[config.mk]
export PLATFORM = sky130hd
export DESIGN_NAME = lsu_align_seq
export DESIGN_NICKNAME = d
export VERILOG_FILES = /design/src/rtl/lsu_pkg.sv /design/src/rtl/lsu_lane_shift.sv /design/src/rtl/lsu_align_seq.sv
export SDC_FILE = /design/constraint.sdc
export NUM_CORES = 1
export LEC_CHECK = 0
export ABC_AREA = 1
export CAP_MARGIN = 10
export CELL_PAD_IN_SITES_DETAIL_PLACEMENT = 1
export CELL_PAD_IN_SITES_GLOBAL_PLACEMENT = 1
export CORE_MARGIN = 2
export CORE_UTILIZATION = 31
export DETAILED_ROUTE_END_ITERATION = 7
export GPL_TIMING_DRIVEN = 0
export PLACE_DENSITY = 0.88
export SLEW_MARGIN = 20
export SYNTH_ARGS = -nofsm -noshare
export SYNTH_HDL_FRONTEND = slang
export SYNTH_SLANG_ARGS = --single-unit
[constraint.sdc]
create_clock -name clk -period 2.49 [get_ports clk]
set_input_delay 0.3735 -clock clk [delete_from_list [all_inputs] [get_ports clk]]
set_output_delay 0.3735 -clock clk [all_outputs]
set_load 0.02 [all_outputs]
[src/rtl/lsu_pkg.sv]
// Shared encodings, FSM state type and access decode helpers for the load/store sequencer.
package lsu_pkg;

  localparam logic [2:0] CTRL_B  = 3'b000;
  localparam logic [2:0] CTRL_H  = 3'b001;
  localparam logic [2:0] CTRL_W  = 3'b010;
  localparam logic [2:0] CTRL_BU = 3'b100;
  localparam logic [2:0] CTRL_HU = 3'b101;

  typedef enum logic [2:0] {
    ST_IDLE,
    ST_LD0,
    ST_LD1,
    ST_ST1,
    ST_RESP
  } state_t;

  function automatic logic [2:0] size_bytes(input logic [2:0] ctrl);
    case (ctrl[1:0])
      2'b00:   return 3'd1;
      2'b01:   return 3'd2;
      default: return 3'd4;
    endcase
  endfunction

  // Unsigned stores are meaningless, so ctrl[2] on a store is rejected.
  function automatic logic is_illegal(input logic we, input logic [2:0] ctrl);
    return (ctrl == 3'b011) || (ctrl == 3'b110) || (ctrl == 3'b111) || (we && ctrl[2]);
  endfunction

  function automatic logic is_cross(input logic [1:0] off, input logic [2:0] ctrl);
    logic [3:0] last;
    last = {2'b00, off} + {1'b0, size_bytes(ctrl)};
    return last > 4'd4;
  endfunction

endpackage

[src/rtl/lsu_lane_shift.sv]
// Combinational byte-lane steering: store data/enables into lanes, load data out of lanes with extension.
module lsu_lane_shift
  import lsu_pkg::*;
(
  input  logic [2:0]  ctrl,
  input  logic [1:0]  off,
  input  logic [31:0] wdata,
  input  logic [31:0] rdata_lo,
  input  logic [31:0] rdata_hi,
  output logic [31:0] wdata_lo,
  output logic [31:0] wdata_hi,
  output logic [3:0]  wren_lo,
  output logic [3:0]  wren_hi,
  output logic [31:0] rdata_ext
);

  logic [2:0]         size;
  logic [7:0]         mask;
  logic [63:0]        wide_w;
  logic [63:0]        wide_r;
  logic [31:0]        sel;
  logic signed [7:0]  byte_s;
  logic signed [15:0] half_s;

  always_comb begin
    size      = size_bytes(ctrl);
    mask      = (size == 3'd1) ? 8'h01 : (size == 3'd2) ? 8'h03 : 8'h0F;
    mask      = mask << off;
    wren_lo   = mask[3:0];
    wren_hi   = mask[7:4];
    // The upper half of the 64-bit shift is exactly wdata >> 8*(4-off).
    wide_w    = {32'h0, wdata} << {off, 3'b000};
    wdata_lo  = wide_w[31:0];
    wdata_hi  = wide_w[63:32];
    wide_r    = {rdata_hi, rdata_lo} >> {off, 3'b000};
    sel       = wide_r[31:0];
    byte_s    = signed'(sel[7:0]);
    half_s    = signed'(sel[15:0]);
    rdata_ext = sel;
    case (size)
      3'd1:    rdata_ext = ctrl[2] ? {24'h0, sel[7:0]}  : 32'(byte_s);
      3'd2:    rdata_ext = ctrl[2] ? {16'h0, sel[15:0]} : 32'(half_s);
      default: rdata_ext = sel;
    endcase
  end

endmodule

[src/rtl/lsu_align_seq.sv]
// Load/store sequencer: lane alignment, word-crossing split and registered response.
// LSU_SPLIT_EN builds the two-access split path; without it, crossing accesses fault.
module lsu_align_seq
  import lsu_pkg::*;
#(
  parameter int MEM_AW = 9
) (
  input  logic              clk,
  input  logic              rst_n,
  input  logic              req_valid,
  output logic              req_ready,
  input  logic              req_we,
  input  logic [2:0]        req_ctrl,
  input  logic [31:0]       req_addr,
  input  logic [31:0]       req_wdata,
  output logic              rsp_valid,
  output logic [31:0]       rsp_rdata,
  output logic              rsp_fault,
  output logic [MEM_AW-1:0] mem_word,
  output logic [31:0]       mem_wdata,
  output logic [3:0]        mem_wren,
  input  logic [31:0]       mem_rdata
);

  localparam logic [MEM_AW-1:0] WORD_ONE = MEM_AW'(1);

  state_t            state_q, state_d;
  logic              we_q;
  logic [2:0]        ctrl_q;
  logic [1:0]        off_q;
  logic [MEM_AW-1:0] word_q;
  logic [31:0]       wdata_q;
  logic [31:0]       rd0_q;
  logic              cross_q;

  logic              accept;
  logic              in_idle;
  logic              req_illegal, req_cross, req_bad;
  logic [MEM_AW-1:0] req_word;
  logic              load_done;

  logic [2:0]        ls_ctrl;
  logic [1:0]        ls_off;
  logic [31:0]       ls_wdata, ls_lo, ls_hi;
  logic [31:0]       ls_wdata_lo, ls_wdata_hi, ls_rdata;
  logic [3:0]        ls_wren_lo, ls_wren_hi;

  assign in_idle     = (state_q == ST_IDLE);
  assign req_ready   = in_idle;
  assign accept      = req_valid & req_ready;
  assign req_word    = req_addr[MEM_AW+1:2];
  assign req_illegal = is_illegal(req_we, req_ctrl);
  assign req_cross   = is_cross(req_addr[1:0], req_ctrl);
`ifdef LSU_SPLIT_EN
  assign req_bad     = req_illegal;
`else
  assign req_bad     = req_illegal | req_cross;
  logic unused_split;
  assign unused_split = ^{ls_wren_hi, ls_wdata_hi, cross_q, we_q};
`endif

  logic unused_addr;
  assign unused_addr = ^req_addr[31:MEM_AW+2];

  // The shifter sees the live request while idle and the captured one afterwards.
  assign ls_ctrl  = in_idle ? req_ctrl      : ctrl_q;
  assign ls_off   = in_idle ? req_addr[1:0] : off_q;
  assign ls_wdata = in_idle ? req_wdata     : wdata_q;
  assign ls_lo    = (state_q == ST_LD1) ? rd0_q     : mem_rdata;
  assign ls_hi    = (state_q == ST_LD1) ? mem_rdata : 32'h0;

  lsu_lane_shift u_lane (
    .ctrl      (ls_ctrl),
    .off       (ls_off),
    .wdata     (ls_wdata),
    .rdata_lo  (ls_lo),
    .rdata_hi  (ls_hi),
    .wdata_lo  (ls_wdata_lo),
    .wdata_hi  (ls_wdata_hi),
    .wren_lo   (ls_wren_lo),
    .wren_hi   (ls_wren_hi),
    .rdata_ext (ls_rdata)
  );

  always_ff @(posedge clk or negedge rst_n) begin
    if (!rst_n) state_q <= ST_IDLE;
    else        state_q <= state_d;
  end

  always_comb begin
    state_d = state_q;
    case (state_q)
      ST_IDLE: begin
        if (accept) begin
          if (req_bad)     state_d = ST_RESP;
          else if (req_we) begin
`ifdef LSU_SPLIT_EN
            state_d = req_cross ? ST_ST1 : ST_RESP;
`else
            state_d = ST_RESP;
`endif
          end
          else             state_d = ST_LD0;
        end
      end
`ifdef LSU_SPLIT_EN
      ST_LD0:  state_d = cross_q ? ST_LD1 : ST_RESP;
      ST_LD1:  state_d = ST_RESP;
      ST_ST1:  state_d = ST_RESP;
`else
      ST_LD0:  state_d = ST_RESP;
`endif
      ST_RESP: state_d = ST_IDLE;
      default: state_d = ST_IDLE;
    endcase
  end

  // Memory side is combinational; a reset mid-access must not leak a write.
  always_comb begin
    mem_word  = '0;
    mem_wdata = 32'h0;
    mem_wren  = 4'h0;
    case (state_q)
      ST_IDLE: begin
        if (accept && rst_n) begin
          mem_word = req_word;
          if (req_we && !req_bad) begin
            mem_wren  = ls_wren_lo;
            mem_wdata = ls_wdata_lo;
          end
        end
      end
`ifdef LSU_SPLIT_EN
      ST_LD0:  mem_word = cross_q ? word_q + WORD_ONE : word_q;
      ST_LD1:  mem_word = word_q + WORD_ONE;
      ST_ST1: begin
        mem_word  = word_q + WORD_ONE;
        mem_wren  = ls_wren_hi;
        mem_wdata = ls_wdata_hi;
      end
`else
      ST_LD0:  mem_word = word_q;
`endif
      ST_RESP: mem_word = word_q;
      default: mem_word = '0;
    endcase
  end

  // Capture the accepted request and the first read word.
  always_ff @(posedge clk or negedge rst_n) begin
    if (!rst_n) begin
      we_q    <= 1'b0;
      ctrl_q  <= 3'b000;
      off_q   <= 2'b00;
      word_q  <= '0;
      wdata_q <= 32'h0;
      cross_q <= 1'b0;
      rd0_q   <= 32'h0;
    end else begin
      if (accept) begin
        we_q    <= req_we;
        ctrl_q  <= req_ctrl;
        off_q   <= req_addr[1:0];
        word_q  <= req_word;
        wdata_q <= req_wdata;
        cross_q <= req_cross & ~req_illegal;
      end
      if (state_q == ST_LD0) rd0_q <= mem_rdata;
    end
  end

  assign load_done = (state_d == ST_RESP) && ((state_q == ST_LD0) || (state_q == ST_LD1));

  // Response stage: registered on entry to RESP.
  always_ff @(posedge clk or negedge rst_n) begin
    if (!rst_n) begin
      rsp_valid <= 1'b0;
      rsp_fault <= 1'b0;
      rsp_rdata <= 32'h0;
    end else begin
      rsp_valid <= (state_d == ST_RESP);
      rsp_fault <= accept & req_bad;
      rsp_rdata <= load_done ? ls_rdata : 32'h0;
    end
  end

endmodule
==> impl_metrics.yaml, run 1 <==
logic_synthesis:
  netlist_area_um2: 7100
  yosysWarnings: 0
  synthCells: 1089
  syn_nets: 1195
  avgSynthCellArea_um2: 6.52
  ys.flop_type: "dfrtp_1"
  async_flop_share_pct: 100
  synth_edf_count: 0
  synth_cell_types: 29
  ys_seq_area_share_pct: 40.5
  ys_seq_elements: 115
sta:
  clock_skew_ns: 0.0113
  tns_ns: -11.13
  hold_viol_final: 0
  tightestPinTransition_ns: 0.744
  rsz0062_at_grt: "true"
  final_max_slew_viol_count: 0
  period_needed_ns: 2.91
  max_freq_ghz: 0.344
  slew_headroom_pct: 50.2
  setup_violations: 39
  post-route-period-util_pct: 117
  setup_ws_ns: -0.419
clock_tree:
  clock_latency_ns: 0.44
  cts_max_level: 4
  clock_sinks: 115
  clockRootBuffer: "clkbuf_16"
  cts_tree: "yes"
  ctsLongestPathBuffers: 2
  clk_pin_slew_ns: 0.06
  numCtsBuffers: 17
detailed_routing:
  routed_wl_mm: 36.8
  drc: 0
  wl_per_cell_um: 22.8
  drtIter0Drc: 815
  ant_nets: 0
  num_vias: 9094
  drtPass1Iterations: 5
  viasPerCell: 5.62
critical_path:
  cp.arrival_ns: 2.54
  start_kind: "flip-flop"
  worstPathRequired_ns: 2.12
  cp-end-kind: "output pin"
  worstSetupPathType: "flip-flop to output pin"
  path_max_fanout: 10
power:
  power_density_nw_per_um2: 688
  p_leak_uw: 0.00546
  irDropWorstVdd_mv: 0.450
  power.total_uw: 7740
floorplan:
  fp.dieW_um: 155
  io_pins: 183
  num_rows: 55
  fp.dieH_um: 155
  initial_core_util_pct: 31.5
  die-area_um2: 24100
  core_um2: 22600
cells_and_area:
  mostFrequentLayoutCells: "364 x nand2_1, 115 x dfrtp_1, 110 x clkdlybuf4s50_1, 104 x inv_1, 101 x nand3_1"
  area_delta_synth_final_pct: 58.4
  final_common_cell: "nand2_1"
  nets: 1426
  layout-drive-gt1-share_pct: 22.1
  diodes: 0
global_routing:
  antenna_found_initial: 0
  overflow: 0
  grt_max_degree: 53
  gr-max-usage-layer: "met2"
  grt_pass1_vias: 9386
  grtUsageMet1_pct: 32.7
  grtUsageTotal_pct: 27.9
  grtUsageMet3_pct: 6.88
  use_met2_pct: 46.8
  grt_pass1_wl_mm: 51.5
status:
  status: "finished with violations"
  violations: "negative setup slack"
place:
  io_buffers: 160
  gp_congestion: 1.02
  hpwl_mm: 22.5
job:
  drv_cap: 0
worst_hold_path:
  hold_class: "primary input to asynchronous set/reset pin"
flip-flops by register name, indices dropped and copies added (netlist names):
signal / flops
state_q: 3
rsp_valid: 1
rsp_rdata: 32
off_q: 2
wdata_q: 32
ctrl_q: 3
rd0_q: 32
rsp_fault: 1
word_q: 9
through the flow:
| stage | worst slack [ns] | instance area [µm²] | instances | util [%] | hold slack [ns] |
|---|---|---|---|---|---|
| 2_1_floorplan | -0.00493 | 7290 | 1089 | - | 0.0779 |
| 3_3_place_gp | -4.63 | 9250 | 1534 | 41.0 | 0.460 |
| 3_5_place_dp | -1.17 | 9270 | 1535 | 41.1 | 0.355 |
| 4_1_cts | -0.208 | 10500 | 1593 | 46.7 | 0.0205 |
| 5_1_grt | -0.486 | 11200 | 1618 | 49.8 | 0.0325 |
| 6_report | -0.419 | 11200 | 1618 | 49.8 | 0.0149 |
layout make-up:
| cell class | count | area (µm²) |
|---|---|---|
| Timing Repair inverter | 1 | 8.76 |
| Tap cell | 285 | 357 |
| Sequential cell | 115 | 2880 |
| Timing Repair Buffer | 213 | 2170 |
| Multi-Input combinational cell | 795 | 4210 |
| Clock buffer | 22 | 464 |
| Clock inverter | 10 | 131 |
| Fill cell | 2748 | 11300 |
| Inverter | 110 | 443 |
| Buffer | 67 | 581 |
what timing repair did:
action,CTS,global route
hold endpoints to repair,52,0
endpoints found under the setup margin,46,68
gates resized for setup,364,177
gates cloned,6,2
pin swaps,22,41
hold buffers,3,0
setup buffers,21,24
metal layers:
| layer | vias to the layer above | part of all wire [%] |
|---|---|---|
| met2 | 591 | 49 |
| met5 | - | 0 |
| li1 | 3920 | - |
| met1 | 4420 | 38 |
| met4 | 0 | 5.6 |
| met3 | 163 | 8.2 |
cell families after synthesis:
logic type	share of synthesized area [%]
xor gates and xnor gates	0.123
DFF	40.5
adders and majority gates	0.634
AOI/OAI and AO/OA	14.6
other	0.0528
and+or+nand+nor	33.9
buffers and inverters	10.2
where the power goes:
group	internal (µW)	switching (µW)
Clock	1620	973
Combinational	1020	1770
Sequential	2180	178
cells in the mapped netlist, drive strengths merged (2+ instances only):
cell type    n  share of area (%)
nor2        80                4.4
buf         31                2.2
o21ai      136                9.9
nand3b       4               0.42
nand2      388                 21
a21oi       55                3.9
nand3      107                7.8
nor3         9               0.63
inv        109                5.8
clkbuf      41                2.2
o211ai       8               0.85
dfrtp      115                 41
ha           2               0.35
worst max-delay path, cell delays in order (launching register included):
cell and delay, ns:
dfrtp_1 0.43, nor2_4 0.25, nand2_8 0.14, buf_12 0.18
clkbuf_4 0.21, o21ai_2 0.28, o211ai_1 0.23, a21oi_4 0.19
buf_4 0.16
path summary, 6_finish.rpt:
kind,start,to,slack (ns),cells after the start
max,state_q[2]$_DFF_PN0_,mem_wdata[27],-0.42,8
min,rst_n,rd0_q[25]$_DFFE_PN0N_,0.01,3
max reg2reg,state_q[1]$_DFF_PN0_,rsp_rdata[8]$_DFF_PN0_,-0.09,7
min reg2reg,rd0_q[31]$_DFFE_PN0N_,rd0_q[31]$_DFFE_PN0N_,0.48,2
max in group asynchronous,rst_n,rd0_q[11]$_DFFE_PN0N_,2.22,3
min in group clk,req_ctrl[1],ctrl_q[1]$_DFFE_PN0P_,0.24,3
No activity file was read; power rests on OpenSTA's default activity.
==> run 2, diff against run 1 <==
CAP_MARGIN = 20   (was 10)
CORE_UTILIZATION = 40   (was 31)
DONT_BUFFER_PORTS = 1   (was unset)
PLACE_DENSITY = 0.87   (was 0.88)
==> run 2 against run 1 <==
Against the previous run:
- the flow finishes with violations (negative hold slack, negative setup slack)
- flip-flop and latch count unchanged
- routed wire length down 10%
- final area down 16%
- clock-buffer cell count up 1
- global-route usage up 6.6 points
- hold slack worse by 0.39 ns
- non-clock buffer count down 173
- power down 2.9%
==> impl_metrics.yaml, run 2 (synthesis gave the netlist of run 1 again) <==
power:
  pwr-share-seq_pct: 31.5
  internal_power_uw: 4780
  power.total_uw: 7520
  p_comb_share_pct: 31.7
  power_density_nw_per_um2: 794
  irDropWorstVdd_mv: 0.535
  p_sw_uw: 2740
  swShare_pct: 36.5
  p_leak_uw: 0.00465
  power_frac_clock_pct: 36.8
detailed_routing:
  drc: 0
  num_vias: 8190
  drtPass1Iterations: 6
  ant_nets: 0
  wl_per_cell_um: 24.0
  routed_wl_mm: 33.1
  viasPerCell: 5.93
  drtIter0Drc: 730
cells_and_area:
  final_common_cell: "nand2_1"
  mostFrequentLayoutCells: "361 x nand2_1, 115 x dfrtp_1, 104 x inv_1, 101 x nand3_1, 88 x o21ai_0"
  layout-drive-gt1-share_pct: 19.9
  seq_area_um2: 2880
  reg_top3: "rd0_q: 32 flops, rsp_rdata: 32 flops, wdata_q: 32 flops"
  design_area_um2: 9470
  multi_input_area_um2: 4250
  fin_util_pct: 54.8
  diodes: 0
  area_delta_synth_final_pct: 33.4
  nets: 1249
  fill_cells: 2141
sta:
  hold_ws_ns: -0.373
  max_freq_ghz: 0.366
  clock_skew_ns: 0.0100
  hold_viol_final: 115
  post-route-period-util_pct: 110
  slew_headroom_pct: 52.4
  period_needed_ns: 2.74
  rsz0062_at_grt: "true"
  tightestPinTransition_ns: 0.714
  setup_ws_ns: -0.246
  setup_violations: 36
  final_max_slew_viol_count: 0
place:
  dpl_cell_area_um2: 7570
  io_buffers: 0
  hpwl_mm: 20.5
  gp_congestion: 0.966
global_routing:
  grt_pass1_wl_mm: 48.5
  overflow: 0
  antenna_found_initial: 1
  grt_pass1_vias: 8698
  grt_max_degree: 117
  grtUsageTotal_pct: 34.5
job:
  drv_cap: 0
worst_hold_path:
  hold_class: "primary input to asynchronous set/reset pin"
floorplan:
  num_rows: 48
  fp.dieW_um: 137
  core_um2: 17300
  die-area_um2: 18800
  io_pins: 183
  initial_core_util_pct: 41.1
  fp.dieH_um: 137
critical_path:
  reg2regPathDepth: 13
  path_max_fanout: 10
  cp-endpoint: "mem_wdata[14]"
  r2r_end: "rsp_rdata[9]$_DFF_PN0_"
  worstPathRequired_ns: 2.12
  start_kind: "flip-flop"
  startpoint: "state_q[2]$_DFF_PN0_"
  crit_path_top_delay_cell: "dfrtp_1"
  worstSetupPathType: "flip-flop to output pin"
  path_cells: "nor2_4, nand2_4, inv_8, buf_6, nand2_2, nand2_2, nand2_1, o21ai_1, buf_4, inv_1, nor2_4"
  r2r-start: "state_q[2]$_DFF_PN0_"
  cpPeakStageDelay_ns: 0.42
  cp-end-kind: "output pin"
  r2r_setup_slack_ns: 0.08
  cp.arrival_ns: 2.36
clock_tree:
  numCtsBuffers: 17
  clock_sinks: 115
  clockRootBuffer: "clkbuf_16"
  clock_latency_ns: 0.44
  clk_pin_slew_ns: 0.06
  ctsLongestPathBuffers: 2
  cts_tree: "yes"
  cts_max_level: 4
status:
  violations: "negative hold slack, negative setup slack"
  status: "finished with violations"
-- run 2: changes by cell type in the layout (fill, tap and decap cells not counted), sizes merged, moves of 2 or more --
cell           change
buf               -57
clkbuf             -2
clkdlybuf4s50    -110
nand2              -2
-- run 2: power by group through the flow --
stage               combinational, µW  clock [µW]  sequential (µW)
finish                           2380        2760             2370
global route                     2560        2860             2400
CTS                              2080        2750             2340
detailed placement               1750           0             2370
global placement                 1690           0             2350
floorplan                        1260           0             2320
-- run 2: worst min path at each step --
stage / to / slack, ns / cells past startpoint
detailed placement: rd0_q[26]$_DFFE_PN0N_ / 0.08 / 0
global placement: rd0_q[30]$_DFFE_PN0N_ / 0.08 / 0
floorplan: ctrl_q[0]$_DFFE_PN0P_ / 0.08 / 0
finish: rsp_rdata[31]$_DFF_PN0_ / -0.37 / 0
CTS: rd0_q[26]$_DFFE_PN0N_ / -0.37 / 0
global route: rsp_rdata[31]$_DFF_PN0_ / -0.38 / 0
-- run 2: what timing repair did --
action / in CTS / in global routing
buffers inserted: 23 / 12
pin swaps: 35 / 34
setup endpoints to repair: 45 / 56
resized for setup: 203 / 80
endpoints found under the hold margin: 115 / 115
gates cloned: 2 / 2
-- run 2: stage by stage --
step                cells  TNS (ns)  setup slack [ns]
finish               1381     -5.44            -0.246
floorplan            1089   -0.0263          -0.00493
detailed placement   1314    -10.31            -0.349
global placement     1314     -7.71            -0.305
global route         1381     -8.05            -0.312
CTS                  1369     -2.39            -0.104
-- run 2: cell type report --
type                    count  area share, %
clock buffers              23           5.26
well taps                 225           2.97
flip-flops and latches    115           30.4
clock inverters             9           1.57
repair buffers             39           4.08
plain buffers              68           6.05
inverters                 110           4.83
multi-input cells         792           44.9
-- run 2: routing by layer --
metal	GRT usage (%)	part of all wire, %	routed length [µm]
met1	38.7	36	12100
met2	59.2	50	16500
met3	9.68	8.4	2770
met4	18.9	5.2	1730
met5	0	0.039	13
-- run 2: critical path: cells and delay by family, from the launching register on --
kind,cells,cell delay [ns]
AOI/OAI and AO/OA,1,0.16
and+or+nand+nor,6,0.81
buffers and inverters,4,0.54
DFF,1,0.42
==> run 3, diff against run 2 <==
CORE_UTILIZATION = 41   (was 40)
CTS_BUF_LIST = sky130_fd_sc_hd__clkbuf_4 sky130_fd_sc_hd__clkbuf_8   (was unset)
PLACE_DENSITY = 0.89   (was 0.87)
==> run 3 against run 2 <==
Against the previous run:
- hold slack got worse by 0.053 ns
- the run still ends with negative hold slack, negative setup slack left
- critical path type unchanged
- largest cell class unchanged
- core utilization increased by 0.32 points
- largest power group is now combinational logic
- non-clock buffer count up 11
==> impl_metrics.yaml, run 3 (synthesis gave the netlist of run 1 again) <==
cells_and_area:
  nets: 1261
  mostFrequentLayoutCells: "356 x nand2_1, 115 x dfrtp_1, 102 x inv_1, 100 x nand3_1, 83 x o21ai_0"
  design_area_um2: 9430
  diodes: 0
  final_common_cell: "nand2_1"
  fill_cells: 2150
  area_delta_synth_final_pct: 32.8
  fin_util_pct: 55.1
  layout-drive-gt1-share_pct: 22.2
  reg_top3: "rd0_q: 32 flops, rsp_rdata: 32 flops, wdata_q: 32 flops"
power:
  irDropWorstVdd_mv: 0.432
  power_density_nw_per_um2: 724
  p_leak_uw: 0.00462
  power.total_uw: 6830
floorplan:
  fp.dieH_um: 136
  io_pins: 183
  die-area_um2: 18400
  num_rows: 48
  fp.dieW_um: 136
  initial_core_util_pct: 41.5
  core_um2: 17100
global_routing:
  grt_pass1_vias: 8763
  overflow: 0
  grt_pass1_wl_mm: 50.6
  grt_max_degree: 117
  antenna_found_initial: 0
  grtUsageTotal_pct: 36.6
sta:
  post-route-period-util_pct: 119
  setup_violations: 39
  hold_ws_ns: -0.426
  period_needed_ns: 2.96
  clock_skew_ns: 0.0201
  slew_headroom_pct: 48.4
  max_freq_ghz: 0.338
  rsz0062_at_grt: "true"
  hold_viol_final: 115
  tightestPinTransition_ns: 0.774
  final_max_slew_viol_count: 0
  setup_ws_ns: -0.467
status:
  status: "finished with violations"
  violations: "negative hold slack, negative setup slack"
clock_tree:
  cts_hold_buf: 4
  clock_latency_ns: 0.49
  cts_tree: "yes"
  cts_max_level: 4
  clk_pin_slew_ns: 0.09
  clockRootBuffer: "clkbuf_8"
  numCtsBuffers: 17
  ctsLongestPathBuffers: 2
  clock_sinks: 115
detailed_routing:
  wl_per_cell_um: 26.8
  viasPerCell: 6.28
  drc: 0
  drtIter0Drc: 891
  num_vias: 8744
  drtPass1Iterations: 7
  ant_nets: 0
  routed_wl_mm: 37.3
critical_path:
  worstPathRequired_ns: 2.12
  cp-end-kind: "output pin"
  path_max_fanout: 10
  cp.arrival_ns: 2.58
  start_kind: "flip-flop"
  worstSetupPathType: "flip-flop to output pin"
place:
  hpwl_mm: 20.1
  dpl_cell_area_um2: 7570
  dp_slack_ns: -0.357
  io_buffers: 0
  gp_congestion: 0.949
job:
  drv_cap: 0
worst_hold_path:
  hold_class: "primary input to asynchronous set/reset pin"
[run 3: cell types whose count changed in the layout (fill, tap and decap cells not counted), sizes merged]
cell and delta:
clkbuf -4, dlygate4sd3 +4, bufinv -3, nand2 +1
buf +10, clkinv -2, clkinvlp +4, inv +1
[run 3: worst paths after layout]
path / to / cells past startpoint / from / slack, ns
max: mem_wdata[27] / 9 / state_q[0]$_DFF_PN0_ / -0.47
min: wdata_q[10]$_DFFE_PN0P_ / 0 / rst_n / -0.43
max reg2reg: rsp_rdata[23]$_DFF_PN0_ / 12 / state_q[0]$_DFF_PN0_ / -0.03
min reg2reg: rd0_q[23]$_DFFE_PN0N_ / 2 / rd0_q[23]$_DFFE_PN0N_ / 0.48
max in group asynchronous: rsp_rdata[12]$_DFF_PN0_ / 0 / rst_n / 2.78
min in group clk: word_q[7]$_DFFE_PN0P_ / 2 / req_addr[9] / 0
[run 3: final cells by class]
cell class | instances | area [µm²] | area share [%]
plain buffers | 67 | 576 | 6.10
clock buffers | 22 | 297 | 3.14
inverters | 110 | 440 | 4.67
well taps | 225 | 282 | 2.99
flip-flops and latches | 115 | 2880 | 30.5
repair buffers | 51 | 515 | 5.47
clock inverters | 9 | 80.1 | 0.849
multi-input cells | 793 | 4360 | 46.3
[run 3: repair_timing]
item	CTS	global route
hold endpoints to repair	119	115
buffers inserted	29	16
pin swaps	50	32
resized for setup	221	92
gates cloned	3	0
endpoints found under the setup margin	45	66
[run 3: power by group]
part           switching [µW]  internal (µW)
registers                 205           2180
logic                    1770            875
clock network             906            891
[run 3: through the flow]
| stage | cells | TNS (ns) |
|---|---|---|
| global placement | 1314 | -7.66 |
| global route | 1392 | -13.43 |
| floorplan | 1089 | -0.0263 |
| detailed placement | 1314 | -9.43 |
| CTS | 1376 | -3.68 |
| finish | 1392 | -11.35 |
[run 3: worst max-delay path: stages, from the launching register on]
cell       delay [ns]
dfrtp_1          0.44
nor2_4           0.22
nand2_8          0.14
inv_6            0.13
buf_4            0.15
clkbuf_16        0.18
nor2_1           0.08
o21ai_0          0.25
o211ai_1         0.23
a21oi_4          0.25
[run 3: metal layers]
metal	routed length [µm]	vias to the layer above	GRT usage [%]
met5	0	-	0
met4	3030	0	19.7
met3	3870	258	10.1
met2	17600	696	62.2
met1	12800	4204	41.8
li1	-	3586	-
